<file path="src/rtl/swo_uart_rx.sv">
// SWO/UART asynchronous receiver: synchronises the SWO pin, finds the start edge,
// samples each bit mid-period with a reloading down-counter and emits bytes with a valid strobe.
module swo_uart_rx #(
    parameter int pDIV_WIDTH = 16
) (
    input  logic                  trace_clk,
    input  logic                  reset_n,
    input  logic                  I_swo,
    input  logic                  I_swo_enable,
    input  logic [pDIV_WIDTH-1:0] I_bitrate_div,
    input  logic [1:0]            I_stop_bits,
    input  logic [3:0]            I_data_bits,
    input  logic                  I_uart_reset,
    output logic [7:0]            O_data,
    output logic                  O_data_valid,
    output logic                  O_framing_error,
    output logic [2:0]            O_state
);

    typedef enum logic [2:0] {
        ST_IDLE      = 3'd0,
        ST_START     = 3'd1,
        ST_DATA      = 3'd2,
        ST_STOP      = 3'd3,
        ST_WAIT_HIGH = 3'd4
    } state_t;

    localparam logic [pDIV_WIDTH-1:0] CNT_ZERO = {pDIV_WIDTH{1'b0}};
    localparam logic [pDIV_WIDTH-1:0] CNT_ONE  = {{(pDIV_WIDTH-1){1'b0}}, 1'b1};

    // Data-bit count minus one; out-of-range counts fall back to a full byte.
    function automatic logic [2:0] eff_bits_m1(input logic [3:0] n);
        if ((n == 4'd0) || (n > 4'd8)) begin
            return 3'd7;
        end else begin
            return 3'(n - 4'd1);
        end
    endfunction

    logic                  sync1_q, swo_s_q, swo_d_q;
    state_t                state_q, state_d;
    logic [pDIV_WIDTH-1:0] cnt_q, cnt_d;
    logic [pDIV_WIDTH-1:0] div_q, div_d;
    logic [2:0]            nbits_m1_q, nbits_m1_d;
    logic                  stop2_q, stop2_d;
    logic                  stop_idx_q, stop_idx_d;
    logic [2:0]            bit_idx_q, bit_idx_d;
    logic [7:0]            shreg_q, shreg_d;
    logic [7:0]            data_q, data_d;
    logic                  valid_q, valid_d;
    logic                  ferr_q, ferr_d;
    logic                  fall_s;
    logic                  cnt_zero_s;

    assign fall_s     = (swo_s_q == 1'b0) && (swo_d_q == 1'b1);
    assign cnt_zero_s = (cnt_q == CNT_ZERO);

    // Next-state logic: soft reset beats disable, which beats every FSM transition.
    always_comb begin
        state_d    = state_q;
        cnt_d      = cnt_q;
        div_d      = div_q;
        nbits_m1_d = nbits_m1_q;
        stop2_d    = stop2_q;
        stop_idx_d = stop_idx_q;
        bit_idx_d  = bit_idx_q;
        shreg_d    = shreg_q;
        data_d     = data_q;
        valid_d    = 1'b0;
        ferr_d     = ferr_q;

        if (I_uart_reset) begin
            state_d    = ST_IDLE;
            cnt_d      = CNT_ZERO;
            bit_idx_d  = 3'd0;
            stop_idx_d = 1'b0;
            ferr_d     = 1'b0;
        end else if (!I_swo_enable) begin
            state_d    = ST_IDLE;
            cnt_d      = CNT_ZERO;
            bit_idx_d  = 3'd0;
            stop_idx_d = 1'b0;
        end else begin
            case (state_q)
                ST_IDLE: begin
                    if (fall_s) begin
                        // Frame configuration is frozen here for the whole frame.
                        state_d    = ST_START;
                        div_d      = I_bitrate_div;
                        cnt_d      = I_bitrate_div >> 1;
                        nbits_m1_d = eff_bits_m1(I_data_bits);
                        stop2_d    = (I_stop_bits >= 2'd2);
                    end else begin
                        state_d = ST_IDLE;
                    end
                end
                ST_START: begin
                    if (!cnt_zero_s) begin
                        cnt_d = cnt_q - CNT_ONE;
                    end else if (swo_s_q) begin
                        state_d = ST_IDLE;
                    end else begin
                        state_d   = ST_DATA;
                        cnt_d     = div_q;
                        bit_idx_d = 3'd0;
                        shreg_d   = 8'h00;
                    end
                end
                ST_DATA: begin
                    if (!cnt_zero_s) begin
                        cnt_d = cnt_q - CNT_ONE;
                    end else begin
                        shreg_d[bit_idx_q] = swo_s_q;
                        cnt_d              = div_q;
                        if (bit_idx_q == nbits_m1_q) begin
                            state_d    = ST_STOP;
                            stop_idx_d = 1'b0;
                        end else begin
                            bit_idx_d = bit_idx_q + 3'd1;
                        end
                    end
                end
                ST_STOP: begin
                    if (!cnt_zero_s) begin
                        cnt_d = cnt_q - CNT_ONE;
                    end else begin
                        cnt_d = div_q;
                        if (!swo_s_q) begin
                            ferr_d  = 1'b1;
                            state_d = ST_WAIT_HIGH;
                        end else if (stop_idx_q == stop2_q) begin
                            data_d  = shreg_q;
                            valid_d = 1'b1;
                            state_d = ST_IDLE;
                        end else begin
                            stop_idx_d = 1'b1;
                        end
                    end
                end
                ST_WAIT_HIGH: begin
                    // A held-low line (break) must rise before a new start edge counts.
                    if (swo_s_q) begin
                        state_d = ST_IDLE;
                    end else begin
                        state_d = ST_WAIT_HIGH;
                    end
                end
                default: begin
                    state_d = ST_IDLE;
                end
            endcase
        end
    end

    // Pin synchroniser and edge-detect history; idles high.
    always_ff @(posedge trace_clk or negedge reset_n) begin
        if (!reset_n) begin
            sync1_q <= 1'b1;
            swo_s_q <= 1'b1;
            swo_d_q <= 1'b1;
        end else begin
            sync1_q <= I_swo;
            swo_s_q <= sync1_q;
            swo_d_q <= swo_s_q;
        end
    end

    // Receiver state, counters and registered outputs.
    always_ff @(posedge trace_clk or negedge reset_n) begin
        if (!reset_n) begin
            state_q    <= ST_IDLE;
            cnt_q      <= CNT_ZERO;
            div_q      <= CNT_ZERO;
            nbits_m1_q <= 3'd7;
            stop2_q    <= 1'b0;
            stop_idx_q <= 1'b0;
            bit_idx_q  <= 3'd0;
            shreg_q    <= 8'h00;
            data_q     <= 8'h00;
            valid_q    <= 1'b0;
            ferr_q     <= 1'b0;
        end else begin
            state_q    <= state_d;
            cnt_q      <= cnt_d;
            div_q      <= div_d;
            nbits_m1_q <= nbits_m1_d;
            stop2_q    <= stop2_d;
            stop_idx_q <= stop_idx_d;
            bit_idx_q  <= bit_idx_d;
            shreg_q    <= shreg_d;
            data_q     <= data_d;
            valid_q    <= valid_d;
            ferr_q     <= ferr_d;
        end
    end

    assign O_data          = data_q;
    assign O_data_valid    = valid_q;
    assign O_framing_error = ferr_q;
    assign O_state         = state_q;

endmodule

</file>
<file path="config.mk">
export PLATFORM = sky130hd
export DESIGN_NAME = swo_uart_rx
export DESIGN_NICKNAME = d
export VERILOG_FILES = /design/src/rtl/swo_uart_rx.sv
export SDC_FILE = /design/constraint.sdc
export NUM_CORES = 1
export LEC_CHECK = 0
export CORE_MARGIN = 5
export CORE_UTILIZATION = 56
export DETAILED_ROUTE_END_ITERATION = 8
export HOLD_SLACK_MARGIN = 0.05
export PLACE_DENSITY = 0.8
export SLEW_MARGIN = 20
export SYNTH_ARGS = -nofsm -noshare
export SYNTH_HDL_FRONTEND = slang
export SYNTH_SLANG_ARGS = --single-unit
</file>
<file path="constraint.sdc">
create_clock -name trace_clk -period 2.5 [get_ports trace_clk]
set_input_delay 0.25 -clock trace_clk [delete_from_list [all_inputs] [get_ports trace_clk]]
set_output_delay 0.25 -clock trace_clk [all_outputs]
set_load 0.01 [all_outputs]
</file>
==> impl_metrics.ini, run 1 <==
[placement]
hpwl_um = 5857
io_buffers = 38
dp_slack_ns = 0.1002
routabilityCongestion = 0.9156
dpl-instance-area_um2 = 3933

[sta]
final_max_slew_viol_count = 0
relSlewSlack_pct = 47.84
setup_tns_ns = 0
fmax_ghz = 0.4140
finalSetupViolCount = 0
hold_slack_ns = 0.06319
rsz0062_at_grt = false
fin_ws_ns = 0.08446
fin_crit_sh_pct = 96.62
worst_pin_slew_ns = 0.7824
hold_viol = 0
period_needed_ns = 2.416
skew_ns = 0.006913

[routing]
vias_per_cell = 6.300
wirelength_um = 8480
drc = 0
drtIter0Drc = 192
via_count = 3062
antenna_left = 0
avgRoutedWirePerCell_um = 17.45
dr.pass1.iters = 5

[critical_path]
crit_arrival_ns = 2.64
critPathLaunchType = flop
endpoint_kind = flop
required_ns = 2.73
slowest_stage = dfrtp_1
critPathKind = reg -> reg
crit_buf_inv = 2
slowest_delay_ns = 0.46
path_cells = inv_1, ha_1, nor3b_2, buf_4, nand2_1, nor2_2, o21ai_0, a221o_1
worst-path-max-fanout = 8
critPathTopFamily = simple AND/OR/NAND/NOR gates

[floorplanning]
initial_core_util_pct = 57.71
dieArea_um2 = 7804
fp.dieH_um = 88.34
die_w_um = 88.34
pin_count = 40
coreArea_um2 = 5956
rows = 28

[clock_network]
clock_latency_ns = 0.34
clock_sinks = 64
cts-root-buf = clkbuf_8
cts_tree = yes
cts_setup_buffers = 0
postCtsHoldBufs = 0
cts_buffer_depth = 2
numCtsBuffers = 9
cts.clk_slew.worst_paths_ns = 0.07
ctsResizeCount = 0
htreeDepth = 3

[logic_synthesis]
syn_avg_cell_area_um2 = 9.468
synth_area_um2 = 3437
async_flop_share_pct = 100.0
synth.distinct_cells = 59
synth_flop_cell = dfrtp_1
synth.net_count = 394
yosys_warnings = 0
synth_edf_count = 0
synthCells = 363
synth-seq-area-share_pct = 46.81
postSynthRegisterBits = 64

[run]
maxCapViolations = 0

[grt]
grt.overflow.total = 0
antenna_found_initial = 0
grt_first_pass_wirelength_um = 14150
grt_usage_pct = 23.34
grt_max_degree = 65
first_global_vias = 3015

[finish]
drive_above_1_share_pct = 11.92
stdcell_area_um2 = 4177
area.growth.synth_to_final_pct = 21.51
fin_nets = 437
n_antenna_cell = 0

[pwr]
p_per_area_nw_per_um2 = 668.2
p_leak_nw = 1.867
peakVddDrop_uv = 357.1

[min_path]
hold_path.class = in -> async

[status]
outcome = finished, final reports clean
==> layer usage <==
metal	up-vias	track usage, %	wire length, µm
li1	1404	-	-
met1	1516	32.24	3778
met2	121	35.83	3999
met3	21	3.631	513
met4	0	11.68	189
met5	-	0	0
==> layout by cell type, fill, tap and decap left out, drive strengths merged, types with 4 or more instances in the layout <==
master,instances
clkbuf,9
o31ai,6
o21a,4
ha,4
clkdlybuf4s50,37
xnor2,8
dfstp,6
nand4,8
nand2,54
buf,15
mux2,9
nand3,13
a211oi,5
a31oi,8
nor3,12
xor2,6
nor2,23
a221o,8
a21o,4
a21oi,16
dfrtp,58
o21ai,26
and2,4
inv,14
==> final cells by class <==
cell class / count / area, µm²
clock buffer: 9 / 123.9
clock inverter: 7 / 120.1
fill: 468 / 1779
inverter: 14 / 52.55
multi-input combinational: 265 / 1684
sequential: 64 / 1609
tap: 75 / 93.84
timing repair buffer: 52 / 493.0
==> power breakdown <==
| group | leakage, nW | switching [mW] | internal (mW) |
|---|---|---|---|
| Combinational | 0.901 | 0.309 | 0.208 |
| Clock | 0.119 | 0.417 | 0.663 |
| Sequential | 0.847 | 0.0661 | 1.13 |
| Total | 1.87 | 0.792 | 2.00 |
==> flip-flops by register name, indices dropped and copies added, names as in the netlist, 3 cells and up <==
register	count
O_data	8
O_state	3
bit_idx_q	3
cnt_q	16
div_q	16
nbits_m1_q	3
shreg_q	8
==> logic make-up (layout without fill, tap and decap cells) <==
group | Yosys count | count (layout) | share of synthesized area [%]
compound gates | 102 | 102 | 20.71
mux | 9 | 9 | 2.949
xor+xnor | 14 | 14 | 3.568
buf+inv | 34 | 82 | 4.186
flops | 64 | 64 | 46.81
simple gates | 136 | 136 | 20.31
fa+ha+maj | 4 | 4 | 1.456
==> stage by stage <==
stage	instances	util (%)	power, mW
6_report	486	70.13	2.791
5_1_grt	486	70.13	2.913
4_1_cts	486	70.13	2.796
3_5_place_dp	470	66.03	1.710
3_3_place_gp	470	66.03	1.693
2_1_floorplan	363	-	1.523
==> final timing paths <==
kind                       depth (start not counted)         end  slack (ns)  startpoint
max                                                8    cnt_q[4]        0.08    cnt_q[0]
min                                                2   O_data[2]        0.06     reset_n
max reg2reg                                        8    cnt_q[4]        0.08    cnt_q[0]
min reg2reg                                        0     swo_s_q        0.36     sync1_q
max in group asynchronous                          2  O_state[2]        1.91     reset_n
min in group trace_clk                             1     sync1_q        0.32       I_swo
==> cells in the mapped netlist (all sizes together) (2+ instances only) <==
cell type	count	area share [%]
a211oi	5	1.1
a21boi	3	0.66
a21o	4	0.87
a21oi	16	2.3
a221o	8	2.3
a221oi	2	0.51
a22o	2	0.51
a311oi	2	0.51
a31oi	8	1.5
and2	4	0.73
and3	3	0.55
buf	9	1.5
clkbuf	11	1.2
dfrtp	58	42
dfstp	6	4.6
ha	4	1.5
inv	14	1.5
mux2	9	2.9
nand2	54	6.0
nand2b	3	0.55
nand3	13	1.9
nand4	8	1.6
nor2	23	2.8
nor3	12	2.1
nor3b	3	0.95
nor4	3	0.73
o2111ai	3	1.5
o211ai	3	0.66
o21a	4	0.87
o21ai	26	3.8
o22ai	3	0.55
o2bb2ai	2	0.51
o31ai	6	1.3
or3	3	0.84
or4	2	0.44
xnor2	8	2.0
xor2	6	1.5
Note: power is estimated with default switching activity, not from simulation.
==> run 2: changes to the inputs <==
Settings changed: CORE_ASPECT_RATIO set to 1.25.
==> impl_metrics.ini, run 2 (synthesized netlist as in run 1, its figures left out) <==
[finish]
drive_above_1_share_pct = 12.59
multiInputGateArea_um2 = 1689
final_cell_mix = 58 x dfrtp_1, 53 x nand2_1, 37 x clkdlybuf4s50_1, 21 x nor2_1, 18 x o21ai_0
layout.cells.most_common = dfrtp_1
n_fill_cell = 503
seq_area_um2 = 1609
area.growth.synth_to_final_pct = 23.12
n_antenna_cell = 0
reg.largest.list = cnt_q: 16 flops, div_q: 16 flops
fin_nets = 439

[floorplanning]
coreArea_um2 = 6086
rows = 32
dieArea_um2 = 7814
pin_count = 40
fp.dieH_um = 97.59
initial_core_util_pct = 56.48
die_w_um = 80.07

[placement]
routabilityCongestion = 0.9080
io_buffers = 38
dp_slack_ns = 0.08754
hpwl_um = 6118

[critical_path]
critPathLaunchType = flop
required_ns = 2.74
critPathKind = reg -> reg
endpoint_kind = flop
crit_arrival_ns = 2.55
worst-path-max-fanout = 8

[routing]
drtIter0Drc = 283
via_count = 3000
drc = 0
antenna_left = 0
dr.pass1.iters = 5
vias_per_cell = 6.024
wirelength_um = 8526
avgRoutedWirePerCell_um = 17.12

[pwr]
peakVddDrop_uv = 548.9
p_leak_nw = 1.890
total_power_mw = 2.834
p_per_area_nw_per_um2 = 669.8

[grt]
grt_first_pass_wirelength_um = 14150
grt_usage_pct = 23.09
grt.overflow.total = 0
grt_max_degree = 34
first_global_vias = 2938
antenna_found_initial = 0

[clock_network]
clock_sinks = 64
cts_buffer_depth = 2
cts_setup_buffers = 0
clock_latency_ns = 0.35
cts.clk_slew.worst_paths_ns = 0.07
htreeDepth = 3
cts-root-buf = clkbuf_8
cts_tree = yes
numCtsBuffers = 9

[min_path]
hold_path.class = in -> reg

[status]
outcome = finished, final reports clean

[sta]
worst_pin_slew_ns = 0.7445
setup_tns_ns = 0
relSlewSlack_pct = 49.84
fin_crit_sh_pct = 92.39
hold_viol = 0
finalSetupViolCount = 0
final_max_slew_viol_count = 0
fin_ws_ns = 0.1902
rsz0062_at_grt = false
skew_ns = 0.008551
period_needed_ns = 2.310
fmax_ghz = 0.4329

[run]
maxCapViolations = 0
==> run 2: cell types whose count changed in the layout (fill, tap and decap cells not counted), sizes merged <==
| cell | before | now |
|---|---|---|
| inv | 14 | 16 |
| clkinv | 3 | 2 |
| dlygate4sd3 | 0 | 1 |
| buf | 15 | 16 |
| clkinvlp | 1 | 0 |
==> run 2: final cells by class <==
type	count	area share, %
repair buffers	54	12.36
well taps	85	2.513
multi-input cells	265	39.92
inverters	14	1.242
clock inverters	7	3.016
flip-flops and latches	64	38.02
clock buffers	9	2.927
==> run 2: per-stage QoR <==
step / instance area, µm² / hold slack [ns] / util [%] / cells
2_1_floorplan: 3437 / -0.04559 / - / 363
5_1_grt: 4232 / 0.3111 / 69.53 / 498
6_report: 4232 / 0.3094 / 69.53 / 498
3_3_place_gp: 3965 / 0.3465 / 65.15 / 481
3_5_place_dp: 3965 / 0.3509 / 65.15 / 481
4_1_cts: 4227 / 0.3056 / 69.45 / 498
==> run 2: power by group <==
| group | total, mW | switching (mW) | internal, mW | leakage [nW] |
|---|---|---|---|---|
| clock | 1.12 | 0.443 | 0.675 | 0.126 |
| combinational | 0.526 | 0.305 | 0.221 | 0.918 |
| sequential | 1.19 | 0.0635 | 1.13 | 0.847 |
==> run 2: per-layer routing <==
metal	vias up	global-route usage (%)	wire [µm]
li1	1417	-	-
met1	1432	28.26	3266
met2	123	38.27	4374
met3	28	5.659	619
met4	0	9.623	266
met5	-	0	0
==> run 2: worst paths after layout <==
check / from / endpoint / slack, ns / cells after the start
max in group asynchronous: reset_n / cnt_q[0] / 1.38 / 3
min in group asynchronous: reset_n / div_q[5] / 0.51 / 2
worst max register to register: cnt_q[0] / cnt_q[4] / 0.19 / 7
worst min register to register: sync1_q / swo_s_q / 0.36 / 0
worst max-delay path: cnt_q[0] / cnt_q[4] / 0.19 / 7
worst min-delay path: I_swo / sync1_q / 0.31 / 1
==> run 2: critical path, stage by stage, from the launching register on <==
cell	delay (ns)
dfrtp_1	0.45
inv_1	0.12
ha_1	0.14
nor3b_2	0.28
nand2_1	0.29
nor2_2	0.42
o21ai_0	0.18
a221o_1	0.31
==> run 2: repair_timing <==
item                                   CTS  global route
endpoints found under the hold margin   25             0
hold buffers                             1             0
resized for setup                        0             2
setup endpoints to repair                0            14
==> run 3: changes to the inputs <==
Settings changed: SKIP_CTS_REPAIR_TIMING set to 1.
==> results of run 3 <==
The final DEF is identical to that of run 2; final timing and power are the same.
Main changes from that run: met1 usage 28.26% -> 28.20%; met3 usage 5.659% -> 5.751%
